===== src/rtl/cross_bar_pkg.sv =====
// ============================================================================
// Module      : cross_bar_pkg
// Description : Shared command encodings and arbiter state type for the
//               cross-bar slave arbiters.
// Revision    : 1.0 - initial release
// ============================================================================
`default_nettype none

package cross_bar_pkg;

    localparam logic READ_OPP  = 1'b0;
    localparam logic WRITE_OPP = 1'b1;

    typedef enum logic [1:0] {
        IDLE      = 2'd0,
        ISSUE     = 2'd1,
        WAIT_ACK  = 2'd2,
        WAIT_RESP = 2'd3
    } arb_state_e;

endpackage

`default_nettype wire


===== src/rtl/rr_grant_sel.sv =====
// ============================================================================
// Module      : rr_grant_sel
// Description : Combinational round-robin selector: first set request at or
//               after rr_ptr, searching upward modulo N.
// Revision    : 1.0 - initial release
// ============================================================================
`default_nettype none

module rr_grant_sel
    import cross_bar_pkg::*;
#(
    parameter int N  = 2,
    parameter int PW = $clog2(N)
) (
    input  logic [N-1:0]  req,
    input  logic [PW-1:0] rr_ptr,
    output logic [PW-1:0] grant,
    output logic          valid
);

    logic [2*N-1:0] w_dbl;
    logic [N-1:0]   w_rot;
    logic [PW-1:0]  w_off;
    logic [PW:0]    w_sum;
    logic [PW:0]    w_wrap;

    // Rotating a doubled copy puts the rr_ptr requester at bit 0.
    assign w_dbl = {req, req};
    assign w_rot = w_dbl[rr_ptr +: N];

    always_comb begin
        w_off = '0;
        valid = 1'b0;
        for (int i = N - 1; i >= 0; i--) begin
            if (w_rot[i]) begin
                w_off = PW'(i);
                valid = 1'b1;
            end
        end
        w_sum  = {1'b0, rr_ptr} + {1'b0, w_off};
        w_wrap = w_sum - (PW + 1)'(N);
        grant  = (w_sum >= (PW + 1)'(N)) ? w_wrap[PW-1:0] : w_sum[PW-1:0];
    end

endmodule

`default_nettype wire


===== src/rtl/xbar_rr_slave_arbiter.sv =====
// ============================================================================
// Module      : xbar_rr_slave_arbiter
// Description : Round-robin arbiter sharing one cross-bar slave port between
//               MASTER_NUM masters. Optional watchdog: XBAR_ARB_TIMEOUT_EN.
// Revision    : 1.0 - initial release
// ============================================================================
`default_nettype none

module xbar_rr_slave_arbiter
    import cross_bar_pkg::*;
#(
    parameter int MASTER_NUM  = 2,
    parameter int ADDR_W      = 32,
    parameter int DATA_W      = 32,
    parameter int TIMEOUT_CYC = 255
) (
    input  logic                         aclk,
    input  logic                         aresetn,
    input  logic [MASTER_NUM-1:0]        m_req,
    input  logic [MASTER_NUM-1:0]        m_cmd,
    input  logic [MASTER_NUM*ADDR_W-1:0] m_addr,
    input  logic [MASTER_NUM*DATA_W-1:0] m_wdata,
    output logic [MASTER_NUM-1:0]        m_ack,
    output logic [MASTER_NUM-1:0]        m_resp,
    output logic [DATA_W-1:0]            m_rdata,
    output logic                         s_req,
    output logic                         s_cmd,
    output logic [ADDR_W-1:0]            s_addr,
    output logic [DATA_W-1:0]            s_wdata,
    input  logic                         s_ack,
    input  logic                         s_resp,
    input  logic [DATA_W-1:0]            s_rdata,
    output logic [$clog2(MASTER_NUM)-1:0] grant_id,
`ifdef XBAR_ARB_TIMEOUT_EN
    output logic                         timeout_err,
`endif
    output logic                         busy
);

    localparam int c_grant_w = $clog2(MASTER_NUM);
    localparam logic [c_grant_w-1:0] c_last_id = c_grant_w'(MASTER_NUM - 1);
    localparam logic [c_grant_w-1:0] c_id_one  = c_grant_w'(1);

    arb_state_e           r_state;
    logic [c_grant_w-1:0] r_rr_ptr;
    logic [c_grant_w-1:0] w_sel_idx;
    logic [c_grant_w-1:0] w_next_ptr;
    logic                 w_sel_vld;
    logic                 w_tmo;
    logic                 w_tmo_ack;
    logic                 w_tmo_resp;
    logic [ADDR_W-1:0]    w_addr  [MASTER_NUM];
    logic [DATA_W-1:0]    w_wdata [MASTER_NUM];

    generate
        for (genvar gi = 0; gi < MASTER_NUM; gi++) begin : g_unpack
            assign w_addr[gi]  = m_addr[gi*ADDR_W +: ADDR_W];
            assign w_wdata[gi] = m_wdata[gi*DATA_W +: DATA_W];
        end
    endgenerate

    rr_grant_sel #(
        .N (MASTER_NUM)
    ) u_grant_sel (
        .req    (m_req),
        .rr_ptr (r_rr_ptr),
        .grant  (w_sel_idx),
        .valid  (w_sel_vld)
    );

    assign w_next_ptr = (grant_id == c_last_id) ? '0 : grant_id + c_id_one;
    assign busy       = (r_state != IDLE);
    assign w_tmo_ack  = w_tmo && (r_state == WAIT_ACK) && !s_ack;
    assign w_tmo_resp = w_tmo && (r_state == WAIT_RESP) && !s_resp;

`ifdef XBAR_ARB_TIMEOUT_EN
    localparam int c_tmo_w = $clog2(TIMEOUT_CYC + 1);
    localparam logic [c_tmo_w-1:0] c_tmo_last = c_tmo_w'(TIMEOUT_CYC - 1);
    localparam logic [c_tmo_w-1:0] c_tmo_one  = c_tmo_w'(1);

    logic [c_tmo_w-1:0] r_tmo_cnt;
    logic               w_in_wait;

    assign w_in_wait = (r_state == WAIT_ACK) || (r_state == WAIT_RESP);
    assign w_tmo     = w_in_wait && (r_tmo_cnt >= c_tmo_last);

    always_ff @(posedge aclk or negedge aresetn) begin
        if (!aresetn) begin
            r_tmo_cnt   <= '0;
            timeout_err <= 1'b0;
        end else begin
            r_tmo_cnt   <= !w_in_wait ? '0 : (w_tmo ? r_tmo_cnt : r_tmo_cnt + c_tmo_one);
            timeout_err <= w_tmo_ack || w_tmo_resp;
        end
    end
`else
    assign w_tmo = 1'b0;
`endif

    // A read whose resp lands together with its ack completes in WAIT_ACK.
    always_comb begin
        m_ack   = '0;
        m_resp  = '0;
        m_rdata = '0;
        if (r_state == WAIT_ACK) begin
            m_ack[grant_id] = s_ack | w_tmo;
            if (s_ack && (s_cmd == READ_OPP) && s_resp) begin
                m_resp[grant_id] = 1'b1;
                m_rdata          = s_rdata;
            end
        end else if (r_state == WAIT_RESP) begin
            m_resp[grant_id] = s_resp | w_tmo;
            m_rdata          = w_tmo_resp ? '1 : s_rdata;
        end
    end

    always_ff @(posedge aclk or negedge aresetn) begin
        if (!aresetn) begin
            r_state  <= IDLE;
            r_rr_ptr <= '0;
            grant_id <= '0;
            s_req    <= 1'b0;
            s_cmd    <= 1'b0;
            s_addr   <= '0;
            s_wdata  <= '0;
        end else begin
            case (r_state)
                IDLE: begin
                    if (w_sel_vld) begin
                        grant_id <= w_sel_idx;
                        s_cmd    <= m_cmd[w_sel_idx];
                        s_addr   <= w_addr[w_sel_idx];
                        s_wdata  <= w_wdata[w_sel_idx];
                        r_state  <= ISSUE;
                    end
                end
                ISSUE: begin
                    s_req   <= 1'b1;
                    r_state <= WAIT_ACK;
                end
                WAIT_ACK: begin
                    if (s_ack) begin
                        s_req <= 1'b0;
                        if ((s_cmd == WRITE_OPP) || s_resp) begin
                            r_state  <= IDLE;
                            r_rr_ptr <= w_next_ptr;
                        end else begin
                            r_state <= WAIT_RESP;
                        end
                    end else if (w_tmo) begin
                        s_req    <= 1'b0;
                        r_state  <= IDLE;
                        r_rr_ptr <= w_next_ptr;
                    end
                end
                WAIT_RESP: begin
                    if (s_resp || w_tmo) begin
                        r_state  <= IDLE;
                        r_rr_ptr <= w_next_ptr;
                    end
                end
                default: r_state <= IDLE;
            endcase
        end
    end

endmodule

`default_nettype wire


===== config.mk =====
export PLATFORM = sky130hd
export DESIGN_NAME = xbar_rr_slave_arbiter
export DESIGN_NICKNAME = d
export VERILOG_FILES = /design/src/rtl/cross_bar_pkg.sv /design/src/rtl/rr_grant_sel.sv /design/src/rtl/xbar_rr_slave_arbiter.sv
export SDC_FILE = /design/constraint.sdc
export NUM_CORES = 1
export LEC_CHECK = 0
export BUFFER_PORTS_ARGS = -buffer_cell sky130_fd_sc_hd__buf_2
export CAP_MARGIN = 20
export CORE_AREA = 2 2 106 108
export DETAILED_ROUTE_END_ITERATION = 7
export DIE_AREA = 0 0 108 110
export PLACE_DENSITY = 0.73
export SYNTH_ARGS = -nofsm -noshare
export SYNTH_HDL_FRONTEND = slang
export SYNTH_HIERARCHICAL = 1
export SYNTH_SLANG_ARGS = --single-unit

===== constraint.sdc =====
create_clock -name aclk -period 1.8 [get_ports aclk]
set_input_delay 0.09 -clock aclk [delete_from_list [all_inputs] [get_ports aclk]]
set_output_delay 0.09 -clock aclk [all_outputs]
set_load 0.005 [all_outputs]

# Word-level counts from Yosys, hierarchy flattened
# Cells that the tools add are included.
# Widths: inputs -> output; s select.
# word_totals
reg_bits,70
in_bits,168
output_inout_bits,104
# classes
addsub,3
order_cmp,5
n_eq_ne,7
n_shift,1
n_mux,33
bitwise,4
reduce_logical,12
# ops
cell,n
$mux 32,9
$mux 2,8
$mux 1,12
$pmux 2 s4,1
$reduce_bool 2->1,3
$and 2x2->2,2
$eq 2x2->1 const B,2
$ge 2x2->1 const B,2
$lt 1x2->1 const B,2
$ne 2x1->1 const B,2
$ne 2x2->1 const B,2
$pmux 1 s2,2
$reduce_and 2->1,2
$reduce_and 4->1,1
$shiftx 4x2->2,1
$logic_and 1x1->1,3
$reduce_and 3->1,1
$add 1x1->2,1
$eq 2x1->1 const B,1
$logic_not 2->1,1
$not 1->2,1
$add 1x1->1 const B,1
$demux 1 s1,1
$ge 1x1->1 const B,1
3 further kinds,3

# Depth between registers and ports, before layout
# Gate-level depths: netlist of run 1.
# depth
depth_word,10
mapped_depth,7

# Modules after synthesis
# Netlist of run 1, hierarchy kept.
# modules_own_cells
mod,n_inst,cells_each,area_per_inst_um2,seq_area_each_um2
xbar_rr_slave_arbiter,1,350,3500.9,1751.7
rr_grant_sel,1,3,21.3,0.0

# Worst setup path after synthesis of run 1
# No wires, ideal clock.
# synth_timing
path_kind,reg2reg
startpoint,reg r_rr_ptr
endpoint,reg grant_id
arrival_ns,1.362
setup_slack_ns,0.314
path_stages_with_launch,6
path_buffers,3
synth_period_minus_slack_ns,1.486
path_cell_list,dfrtp_1 maj3_2 clkbuf_1 buf_4 buf_4 mux2_2
# synth_via
elab_chain_cells,6
word_cells_on_any_way,9
classes_between,add/sub: 2; order compare: 1; shift: 1; mux: 4; reduce/logical: 1
# synth_rtl
item,line_no,text
from (decl),xbar_rr_slave_arbiter.sv:45,logic [c_grant_w-1:0] r_rr_ptr;
from (signal assigned),xbar_rr_slave_arbiter.sv:146,r_rr_ptr <= w_next_ptr;
from (signal assigned),xbar_rr_slave_arbiter.sv:153,r_rr_ptr <= w_next_ptr;
from (signal assigned),xbar_rr_slave_arbiter.sv:159,r_rr_ptr <= w_next_ptr;
$shiftx 4x2->2,rr_grant_sel.sv:29,assign w_rot = w_dbl[rr_ptr +: N];
$mux 1 (2 in a row),rr_grant_sel.sv:35,if (w_rot[i]) begin
$add 1x1->2 (*),rr_grant_sel.sv:40,"w_sum = {1'b0, rr_ptr} + {1'b0, w_off};"
$ge 2x2->1 / $sub 1x1->1 (equally long branches),"rr_grant_sel.sv:42, rr_grant_sel.sv:41",
$mux 1 (*),rr_grant_sel.sv:42,grant = (w_sum >= (PW + 1)'(N)) ? w_wrap[PW-1:0] : w_sum[PW-1:0];
via w_sel_idx,xbar_rr_slave_arbiter.sv:46,logic [c_grant_w-1:0] w_sel_idx;
to (signal assigned),xbar_rr_slave_arbiter.sv:130,grant_id <= w_sel_idx;
to (decl),xbar_rr_slave_arbiter.sv:33,"output logic [$clog2(MASTER_NUM)-1:0] grant_id,"
# Mark *: on every way through the listed nets, which the timed path passes. The rest lies on a longest branch.
# A chain may end at the register's enable or synchronous reset.

# Worst setup path in the final report of run 1
# layout_timing
startpoint,reg s_cmd
endpoint,out m_rdata[27]
# layout_via
elab_chain_cells,5
# layout_rtl
item,line_no,text
from (decl),xbar_rr_slave_arbiter.sv:27,"output logic s_cmd,"
from (signal assigned),xbar_rr_slave_arbiter.sv:131,s_cmd <= m_cmd[w_sel_idx];
$not 1->1,xbar_rr_slave_arbiter.sv:107,if (s_ack && (s_cmd == READ_OPP) && s_resp) begin
$logic_and 1x1->1 (2 in a row),xbar_rr_slave_arbiter.sv:107,
$mux 32,xbar_rr_slave_arbiter.sv:107,
$mux 32,xbar_rr_slave_arbiter.sv:105,if (r_state == WAIT_ACK) begin
to (decl),xbar_rr_slave_arbiter.sv:25,"output logic [DATA_W-1:0] m_rdata,"
# No other way between the ends.

==> reports/qor.yml, run 1 <==
p_per_area_nw_per_um2: 1500
vias: 3465
antenna_found_initial: 0
final_nets: 786
stdcell_area_sq_um: 5280
grt_pass1_vias: 3222
fmax_mhz: 574
place.gp.congestion: 0.775
start_util_pct: 32.9
clock-root-buffer: "clkbuf_8"
worst_slack_ps: 56.4
drt_wl_total_mm: 10.4
num_io_pins: 272
dr.pass1.iters: 4
syn-cell-area_sq_um: 3520
worst_ep_arrival_time_ps: 1650
vdd_drop_max_mv: 0.583
row_count: 38
p_total_mw: 7.91
max_slew.worst_pin.slew_ps: 462
critical_path.startpoint: "s_cmd"
multi_input_area_sq_um: 1620
synth_top_flop_cell: "dfrtp_1"
hold_start: "m_addr[4]"
die_y_um: 110
synth_seq_cells: 70
dpl_cell_area_sq_um: 5020
slowest_delay_ps: 400
yosysUniqueCellTypes: 28
port_buffers: 271
slew_violations: 0
synth_warnings: 6
hp-class: "input pin to flip-flop"
required_ps: 1710
cts_buffers: 9
synth_edf_count: 0
synth-async-reset-ratio_pct: 100
dieArea_sq_um: 11900
grt_usage_pct: 16.7
htreeDepth: 3
setup_viol: 0
drive_above_1_share_pct: 49.0
core-area_sq_um: 10700
reg2reg_from: "r_rr_ptr"
ys_seq_area_share_pct: 49.7
final.period_utilization_pct: 96.9
nFillCells: 999
cp-end-kind: "output pin"
p_leak_nw: 2.81
worst-setup-path-type: "flip-flop to output pin"
crit_path_max_fanout: 16
clock_skew_ps: 14.4
pre_cts_ws_ps: 243
netlist_instances: 353
slew-limit-headroom_pct: 69.2
drt-initial-drc-count: 129
finalSetupTns_ps: 0
clkTransAtPathRegs_ps: 80
cts_tree: "done"
drc_errors: 0
grt_max_degree: 66
dp_hpwl_mm: 8.12
fin_crit_ps: 1740
syn_nets: 521
grt_pass1_wl_mm: 15.3
die_width_um: 108
clk_latency_ps: 350
regArea_sq_um: 1750
hold_viol_final: 0
drt-vias-per-instance: 4.54
holdWs_ps: 31.2
outcome: "finished clean"
syn_to_final_growth_pct: 50.0
critPathSlowestCell: "dfrtp_1"
avgSynthCellArea_sq_um: 9.98
routedWlPerCell_um: 13.7
path_cells: "nand3b_1, a21boi_4, buf_6, and2_1, buf_2"
ctsLongestPathBuffers: 2
clkSinkCount: 70
antennaDiodeCount: 0
grt.overflow.total: 0
drv_cap: 0
drtAntennaViolNets: 0
grt_setup_unrepaired: "true"
cp-start-kind: "flip-flop"
-- synth_stat cells, types with 2 or more instances --
cell type | number | share of area [%]
a21oi_1 | 66 | 9.4
buf_4 | 5 | 1.1
mux2i_1 | 66 | 19
dfrtp_1 | 70 | 50
clkbuf_1 | 4 | 0.43
inv_1 | 4 | 0.43
or2_2 | 2 | 0.36
nand2_1 | 2 | 0.21
buf_2 | 16 | 2.3
nor2b_1 | 2 | 0.36
and2_1 | 32 | 5.7
clkbuf_4 | 2 | 0.43
nor2_1 | 67 | 7.1
-- power by group --
part           total [mW]  internal, mW  switching (mW)  leakage, nW
Clock                1.32         0.713           0.604       0.0976
Combinational        3.77          1.85            1.92         1.94
Sequential           2.83          2.36           0.464        0.770
Total                7.91          4.93            2.99         2.81
-- worst max-delay path, delay by kind of cell, from the launching register on --
family | cells | cell delay [ps]
DFF | 1 | 400
and+or+nand+nor | 2 | 380
AOI/OAI and AO/OA | 1 | 240
buffers and inverters | 2 | 300
-- logic make-up (layout without fill, tap and decap cells) --
logic type | after synthesis | count (layout) | share of synthesized area, %
AO/OA/AOI/OAI | 73 | 73 | 10.9
adder cells (fa/ha/maj) | 1 | 1 | 0.320
buffers and inverters | 31 | 301 | 4.62
flip-flops | 70 | 70 | 49.7
multiplexers | 67 | 67 | 19.1
AND/OR/NAND/NOR | 111 | 111 | 15.3
-- cells in the final DEF (no fill, tap or decap), drive strengths merged --
master       instances
buf                280
mux2i               66
bufinv               1
nor3b                2
and3b                1
nand2                2
maj3                 1
nand3b               1
or2                  2
o21ai                1
a21oi               66
nor2                67
clkbuf              11
clkinv               1
dlygate4sd3          1
a21boi               2
o22ai                1
and2                32
and3                 1
nor2b                2
a21o                 1
nand2b               1
dfrtp               70
mux2                 1
a22o                 1
clkinvlp             3
inv                  4
o221ai               1
-- routing by layer --
| layer | vias to the layer above | track usage (%) | share of wire, % |
|---|---|---|---|
| li1 | 1726 | - | - |
| met1 | 1584 | 21.2 | 42 |
| met2 | 143 | 28.0 | 49 |
| met3 | 12 | 4.06 | 7.6 |
| met4 | 0 | 5.22 | 1.2 |
| met5 | - | 0 | 0 |
-- cell type report --
| type | count | share of cell area (%) |
|---|---|---|
| clock buffers | 11 | 2.87 |
| multi-input cells | 252 | 30.7 |
| well taps | 140 | 3.32 |
| flip-flops and latches | 70 | 33.2 |
| inverters | 4 | 0.284 |
| repair buffers | 281 | 28.5 |
| clock inverters | 5 | 1.09 |
-- final timing paths --
check                               to  slack [ps]  cells after the start
setup / recovery           m_rdata[27]          60                      5
hold / removal               s_addr[4]          30                      3
setup reg to reg           s_wdata[10]         240                      4
hold reg to reg             s_addr[22]         530                      2
max in group asynchronous   s_addr[12]        1010                      3
min in group asynchronous  s_wdata[26]         220                      2
-- registers in the layout (all words and copies together), names as in the netlist --
name      count
r_rr_ptr      1
grant_id      1
r_state       2
s_wdata      32
s_addr       32
s_cmd         1
s_req         1
-- repair_timing --
| item | CTS | global route |
|---|---|---|
| resized for setup | 4 | 3 |
| gates cloned | 1 | 0 |
| hold endpoints to repair | 33 | 0 |
| endpoints found under the setup margin | 32 | 23 |
| hold buffers | 1 | 0 |
| buffers inserted | 2 | 0 |
| pin swaps | 1 | 1 |
-- per-stage QoR --
stage          util (%)  cells
2_1_floorplan         -    353
3_3_place_gp       46.9    743
3_5_place_dp       46.9    743
4_1_cts            49.2    763
5_1_grt            49.4    763
6_report           49.4    763
No activity file was read; power rests on OpenSTA's default activity.
==> run 2: changes to the inputs <==
--- a/config.mk
+++ b/config.mk
@@ -7,10 +7,12 @@
 export LEC_CHECK = 0
 export BUFFER_PORTS_ARGS = -buffer_cell sky130_fd_sc_hd__buf_2
 export CAP_MARGIN = 20
-export CORE_AREA = 2 2 106 108
+export CELL_PAD_IN_SITES_DETAIL_PLACEMENT = 1
+export CELL_PAD_IN_SITES_GLOBAL_PLACEMENT = 1
+export CORE_MARGIN = 1.5
+export CORE_UTILIZATION = 28
 export DETAILED_ROUTE_END_ITERATION = 7
-export DIE_AREA = 0 0 108 110
-export PLACE_DENSITY = 0.73
+export PLACE_DENSITY = 0.86
 export SYNTH_ARGS = -nofsm -noshare
 export SYNTH_HDL_FRONTEND = slang
 export SYNTH_HIERARCHICAL = 1
==> reports/qor.yml, run 2 (same netlist as run 1, synthesis figures left out) <==
port_buffers: 271  # unchanged
fmax_mhz: 578  # +0.86%
reg2reg_from: "r_state[1]"
start_util_pct: 29.0  # -4.0 points
finalSetupTns_ps: 0  # unchanged
worst-setup-path-type: "flip-flop to output pin"
drive_above_1_share_pct: 48.4  # -0.56 points
p_leak_nw: 2.83  # +0.76%
grt_pass1_wl_mm: 18.0  # +18%
r2r-end: "s_addr[1]"
grt_setup_unrepaired: "true"
clkTransAtPathRegs_ps: 60  # -20 ps
reg2reg_depth: 4  # unchanged
cts_buffers: 9  # unchanged
rrSetupSlack_ps: 180  # -60 ps
place.gp.congestion: 0.747  # -3.5%
htreeDepth: 3  # unchanged
dp_hpwl_mm: 9.56  # +18%
power.switching_mw: 3.15  # +5.4%
grt_max_degree: 71  # +7.6%
die_y_um: 115  # +4.7%
drt_wl_total_mm: 11.9  # +14%
cts_tree: "done"
grt.overflow.total: 0  # unchanged
routedWlPerCell_um: 15.1  # +10%
pre_cts_ws_ps: 144  # -98.3 ps
max_slew.worst_pin.slew_ps: 863  # +401 ps
final.period_utilization_pct: 96.0  # -0.83 points
hold_viol_final: 0  # unchanged
drtAntennaViolNets: 0  # unchanged
core-area_sq_um: 12200  # +14%
cp-start-kind: "flip-flop"
switching_share_pct: 38.1  # +0.34 points
regArea_sq_um: 1750  # about the same
drc_errors: 0  # unchanged
setup.worst_path.end: "m_resp[0]"
nFillCells: 1479  # +48%
cts_setup_buffers: 0  # -2
ctsLongestPathBuffers: 2  # unchanged
clk_latency_ps: 320  # -30 ps
pwr-share-clk_pct: 19.3  # +2.7 points
dieArea_sq_um: 13300  # +12%
syn_to_final_growth_pct: 51.7
drt-initial-drc-count: 94  # -27%
drt-vias-per-instance: 4.52  # -0.41%
slew_violations: 0  # unchanged
critical_path.startpoint: "r_state[1]"
slew-limit-headroom_pct: 42.5  # -27 points
clock-root-buffer: "clkbuf_16"
p_total_mw: 8.27  # +4.5%
p_per_area_nw_per_um2: 1550  # +3.4%
drv_cap: 0  # unchanged
antennaDiodeCount: 0  # unchanged
setup_viol: 0  # unchanged
antenna_found_initial: 0  # unchanged
required_ps: 1710  # about the same
grt_pass1_vias: 3774  # +17%
power_frac_comb_pct: 46.1  # -1.5 points
internal-power_mw: 5.12  # +4.0%
reg_top3: "s_addr x32, s_wdata x32, r_state x2"
power_frac_seq_pct: 34.5  # -1.2 points
fin_crit_ps: 1730  # -14.9 ps
dr.pass1.iters: 4  # unchanged
final_cell_mix: "buf_2 (270), dfrtp_1 (69), nor2_1 (67)"
final_nets: 785  # -0.13%
worst_ep_arrival_time_ps: 1640  # about the same
multi_input_area_sq_um: 1620  # -0.46%
die_width_um: 115  # +6.6%
vias: 3573  # +3.1%
num_io_pins: 272  # unchanged
worst_slack_ps: 71.3  # +14.9 ps
final_common_cell: "buf_2"
outcome: "finished clean"
grt_usage_pct: 17.5  # +0.83 points
vdd_drop_max_mv: 0.592  # +1.6%
cp-end-kind: "output pin"
crit_path_max_fanout: 34  # +18
hp-class: "input pin to flip-flop"
clkSinkCount: 70  # unchanged
row_count: 40  # +5.3%
clock_skew_ps: 9.15  # -5.29 ps
[run 2: how the worst min path moves through the flow]
stage / from / cells past startpoint / to / slack, ps
finish: m_addr[28] / 3 / s_addr[28] / 60
global route: m_wdata[56] / 3 / s_wdata[24] / 80
CTS: m_addr[20] / 3 / s_addr[20] / 60
detailed placement: aresetn / 1 / s_wdata[25] / 270
global placement: aresetn / 1 / s_wdata[24] / 250
floorplan: aresetn / 0 / grant_id / -210
[run 2: metrics by stage]
stage	utilization, %	cell area [sq um]	instances	hold slack [ps]
after floorplan	-	3520	353	-206
after global placement	41.6	5060	773	255
after detailed placement	41.6	5060	773	268
after CTS	43.9	5340	790	55.1
after global routing	43.9	5340	790	77.9
final	43.9	5340	790	61.6
[run 2: metal layers]
layer | global-route usage, % | vias to the layer above | part of all wire (%) | wire length, um
met2 | 32.3 | 139 | 53 | 6310
met1 | 20.2 | 1696 | 39 | 4690
met3 | 3.85 | 13 | 6.2 | 738
met5 | 0 | - | 0 | 0
li1 | - | 1725 | - | -
met4 | 5.35 | 0 | 1.5 | 178
[run 2: critical path, cell delays in order, from the launching register on]
cell and delay [ps]:
dfrtp_1 540, a21boi_2 270, buf_12 180, nor3b_2 170, buf_2 140
[run 2: what timing repair did]
item	CTS	global route
hold buffers	1	0
pin swaps	0	1
endpoints found under the setup margin	1	16
endpoints found under the hold margin	70	0
gates resized for setup	2	0
[run 2: cell type report]
type	count	area share (%)
sequential	70	32.8
multi-input combinational	252	30.2
timing repair buffer	280	27.7
clock buffer	11	4.36
tap	168	3.94
clock inverter	5	0.679
inverter	4	0.281
[run 2: power groups by stage]
| stage | combinational (mW) | sequential [mW] | clock (mW) |
|---|---|---|---|
| finish | 3.82 | 2.86 | 1.60 |
| global route | 4.26 | 2.97 | 1.73 |
| CTS | 3.90 | 2.87 | 1.66 |
| detailed placement | 3.90 | 2.87 | 0 |
| global placement | 3.65 | 2.83 | 0 |
| floorplan | 2.13 | 2.84 | 0 |
==> run 3: changes to the inputs <==
--- a/config.mk
+++ b/config.mk
@@ -9,11 +9,10 @@
 export CAP_MARGIN = 20
 export CELL_PAD_IN_SITES_DETAIL_PLACEMENT = 1
 export CELL_PAD_IN_SITES_GLOBAL_PLACEMENT = 1
-export CORE_MARGIN = 1.5
-export CORE_UTILIZATION = 28
+export CORE_MARGIN = 3
+export CORE_UTILIZATION = 30
 export DETAILED_ROUTE_END_ITERATION = 7
-export PLACE_DENSITY = 0.86
+export PLACE_DENSITY = 0.85
 export SYNTH_ARGS = -nofsm -noshare
 export SYNTH_HDL_FRONTEND = slang
-export SYNTH_HIERARCHICAL = 1
 export SYNTH_SLANG_ARGS = --single-unit
==> reports/qor.yml, run 3 <==
synth-async-reset-ratio_pct: 100  # unchanged
required_ps: 1710  # about the same
syn_to_final_growth_pct: 41.4
final.period_utilization_pct: 94.1  # -1.9 points
port_buffers: 271  # unchanged
clock-root-buffer: "clkbuf_16"
nFillCells: 1659  # +12%
row_count: 43  # +7.5%
vias: 5205  # +46%
multi_input_area_sq_um: 2160  # +34%
yosysMostFrequentCell: "o2111ai_1"
setup_viol: 0  # unchanged
drt_wl_total_mm: 19.0  # +60%
reg2reg_depth: 5  # +1
cts_setup_buffers: 0  # unchanged
critical_path.startpoint: "s_cmd"
synth_seq_cells: 70  # unchanged
syn_nets: 635  # +22%
core-area_sq_um: 14000  # +15%
slew-limit-headroom_pct: 49.1  # +6.6 points
clkSinkCount: 70  # unchanged
synth_top_flop_cell: "dfrtp_1"
outcome: "finished clean"
htreeDepth: 3  # unchanged
final_common_cell: "buf_2"
yosysTopAreaCellShare_pct: 40.5  # -9.2 points
antenna_found_initial: 1  # +1
clk_latency_ps: 330  # about the same
grt.overflow.total: 0  # unchanged
syn-cell-area_sq_um: 4320  # +23%
hold_viol_final: 0  # unchanged
dr.pass1.iters: 5  # +1
max_slew.worst_pin.slew_ps: 763  # -99.6 ps
cts_tree: "done"
hp-class: "input pin to flip-flop"
worst_ep_arrival_time_ps: 1600  # -40 ps
reg_top3: "s_addr x32, s_wdata x32, r_state x2"
clock_skew_ps: 3.60  # -5.56 ps
cp-end-kind: "output pin"
slowest_delay_ps: 390  # -150 ps
grt_pass1_vias: 5538  # +47%
synthTopCellsByArea: "dfrtp_1 (41%), o2111ai_1 (26%), nand3_1 (7.5%)"
slew_violations: 0  # unchanged
grt_max_degree: 73  # +2.8%
yosysTopAreaCell: "dfrtp_1"
drtAntennaViolNets: 0  # unchanged
final_cell_mix: "buf_2 (270), o2111ai_1 (130), dfrtp_1 (68)"
ys_seq_area_share_pct: 40.5  # -9.2 points
die_width_um: 126  # +9.4%
start_util_pct: 30.9  # +1.9 points
dp_hpwl_mm: 13.1  # +37%
place.gp.congestion: 0.859  # +15%
worst-setup-path-type: "flip-flop to output pin"
dieArea_sq_um: 15900  # +20%
critPathSlowestCell: "dfrtp_1"
drt-initial-drc-count: 444  # +370%
p_leak_nw: 2.91  # +3.1%
dp_cells: 861  # +11%
synth_common_cells: "o2111ai_1 (130), dfrtp_1 (70), nand3_1 (65)"
r2r-end: "s_cmd"
fin_cells: 880  # +11%
crit_path_max_fanout: 22  # -35%
path_cells: "and3b_1, o21a_4, buf_8, and2_1, buf_2"
holdWs_ps: 27.3  # -34.4 ps
fmax_mhz: 590  # +2.0%
setup.worst_path.end: "m_rdata[3]"
drt-vias-per-instance: 5.91  # +31%
routedWlPerCell_um: 21.6  # +43%
regArea_sq_um: 1750  # about the same
drc_errors: 0  # unchanged
p_per_area_nw_per_um2: 1550  # about the same
cts_buffers: 9  # unchanged
fin_crit_ps: 1690  # -34.6 ps
grt_pass1_wl_mm: 30.0  # +67%
vdd_drop_max_mv: 0.853  # +44%
grt_usage_pct: 23.3  # +5.8 points
rrSetupSlack_ps: 330  # +150 ps
num_io_pins: 272  # unchanged
clkTransAtPathRegs_ps: 60  # about the same
p_total_mw: 9.47  # +14%
die_y_um: 126  # +9.4%
yosysUniqueCellTypes: 25  # -11%
grt_setup_unrepaired: "false"
final_nets: 861  # +9.7%
drive_above_1_share_pct: 44.7  # -3.7 points
cp-start-kind: "flip-flop"
avgSynthCellArea_sq_um: 9.25  # -7.3%
synth_warnings: 0  # -6
drv_cap: 0  # unchanged
synth_edf_count: 0  # unchanged
reg2reg_from: "r_state[1]"
ctsLongestPathBuffers: 2  # unchanged
netlist_instances: 467  # +32%
finalSetupTns_ps: 0  # unchanged
==> run 3: changes by cell type after synthesis, moves of 3 or more <==
| cell | delta |
|---|---|
| o2111ai_1 | +130 |
| a21oi_1 | -66 |
| mux2i_1 | -65 |
| nand3_1 | +65 |
| nor2_1 | -64 |
| o21ai_0 | +48 |
| clkbuf_1 | +22 |
| o21ai_1 | +19 |
| buf_2 | +15 |
| buf_4 | +7 |
| buf_6 | +4 |
| buf_1 | +3 |
| inv_2 | +3 |
==> run 3: routing by layer <==
metal | GRT usage [%] | up-vias | share of wire (%)
li1 | - | 2343 | -
met2 | 40.0 | 255 | 51
met5 | 0 | - | 0
met3 | 6.02 | 37 | 7.6
met4 | 8.39 | 0 | 2.5
met1 | 28.1 | 2570 | 39
==> run 3: worst max-delay path, delay by kind of cell, from the launching register on <==
kind | cells | cell delay [ps]
flops | 1 | 390
simple gates | 2 | 370
buf+inv | 2 | 280
compound gates | 1 | 230
==> run 3: power breakdown <==
| part | total, mW | internal, mW | switching [mW] | leakage, nW |
|---|---|---|---|---|
| clock | 2.04 | 1.35 | 0.684 | 0.161 |
| sequential | 2.85 | 2.35 | 0.507 | 0.864 |
| combinational | 4.58 | 1.83 | 2.74 | 1.89 |
==> run 3: stage by stage <==
stage | utilization (%) | area [sq um] | worst slack (ps)
floorplan | - | 4320 | 556
global placement | 41.1 | 5750 | 370
detailed placement | 41.1 | 5750 | 292
CTS | 43.5 | 6090 | 10.9
global route | 43.7 | 6110 | 18.1
finish | 43.7 | 6110 | 106
==> run 3: worst min path at each step <==
stage / start / endpoint / slack [ps] / cells past startpoint
after floorplan: aresetn / grant_id / -210 / 0
after global routing: m_wdata[43] / s_wdata[11] / 30 / 3
final: m_wdata[50] / s_wdata[18] / 30 / 3
after CTS: m_addr[35] / s_addr[3] / 20 / 3
after detailed placement: aresetn / s_addr[7] / 130 / 1
after global placement: aresetn / s_addr[7] / 120 / 1
==> run 3: cell families after synthesis <==
kind of cell	count (synthesis)	share of synthesized area, %
AOI/OAI and AO/OA	204	35.3
and+or+nand+nor	110	14.2
buffers and inverters	82	9.76
DFF	70	40.5
muxes	1	0.232
==> run 3: cell type report <==
type / instances / share of cell area [%]
well taps: 180 / 3.68
inverters: 6 / 0.368
diodes: 2 / 0.0819
repair buffers: 291 / 26.3
clock inverters: 4 / 1.56
clock buffers: 12 / 3.87
multi-input cells: 315 / 35.4
flip-flops and latches: 70 / 28.7
==> run 3: repair_timing <==
| action | in CTS | in global routing |
|---|---|---|
| hold buffers | 1 | 0 |
| hold endpoints to repair | 38 | 0 |
| gates cloned | 0 | 0 |
| gates resized for setup | 2 | 4 |
| endpoints found under the setup margin | 22 | 22 |
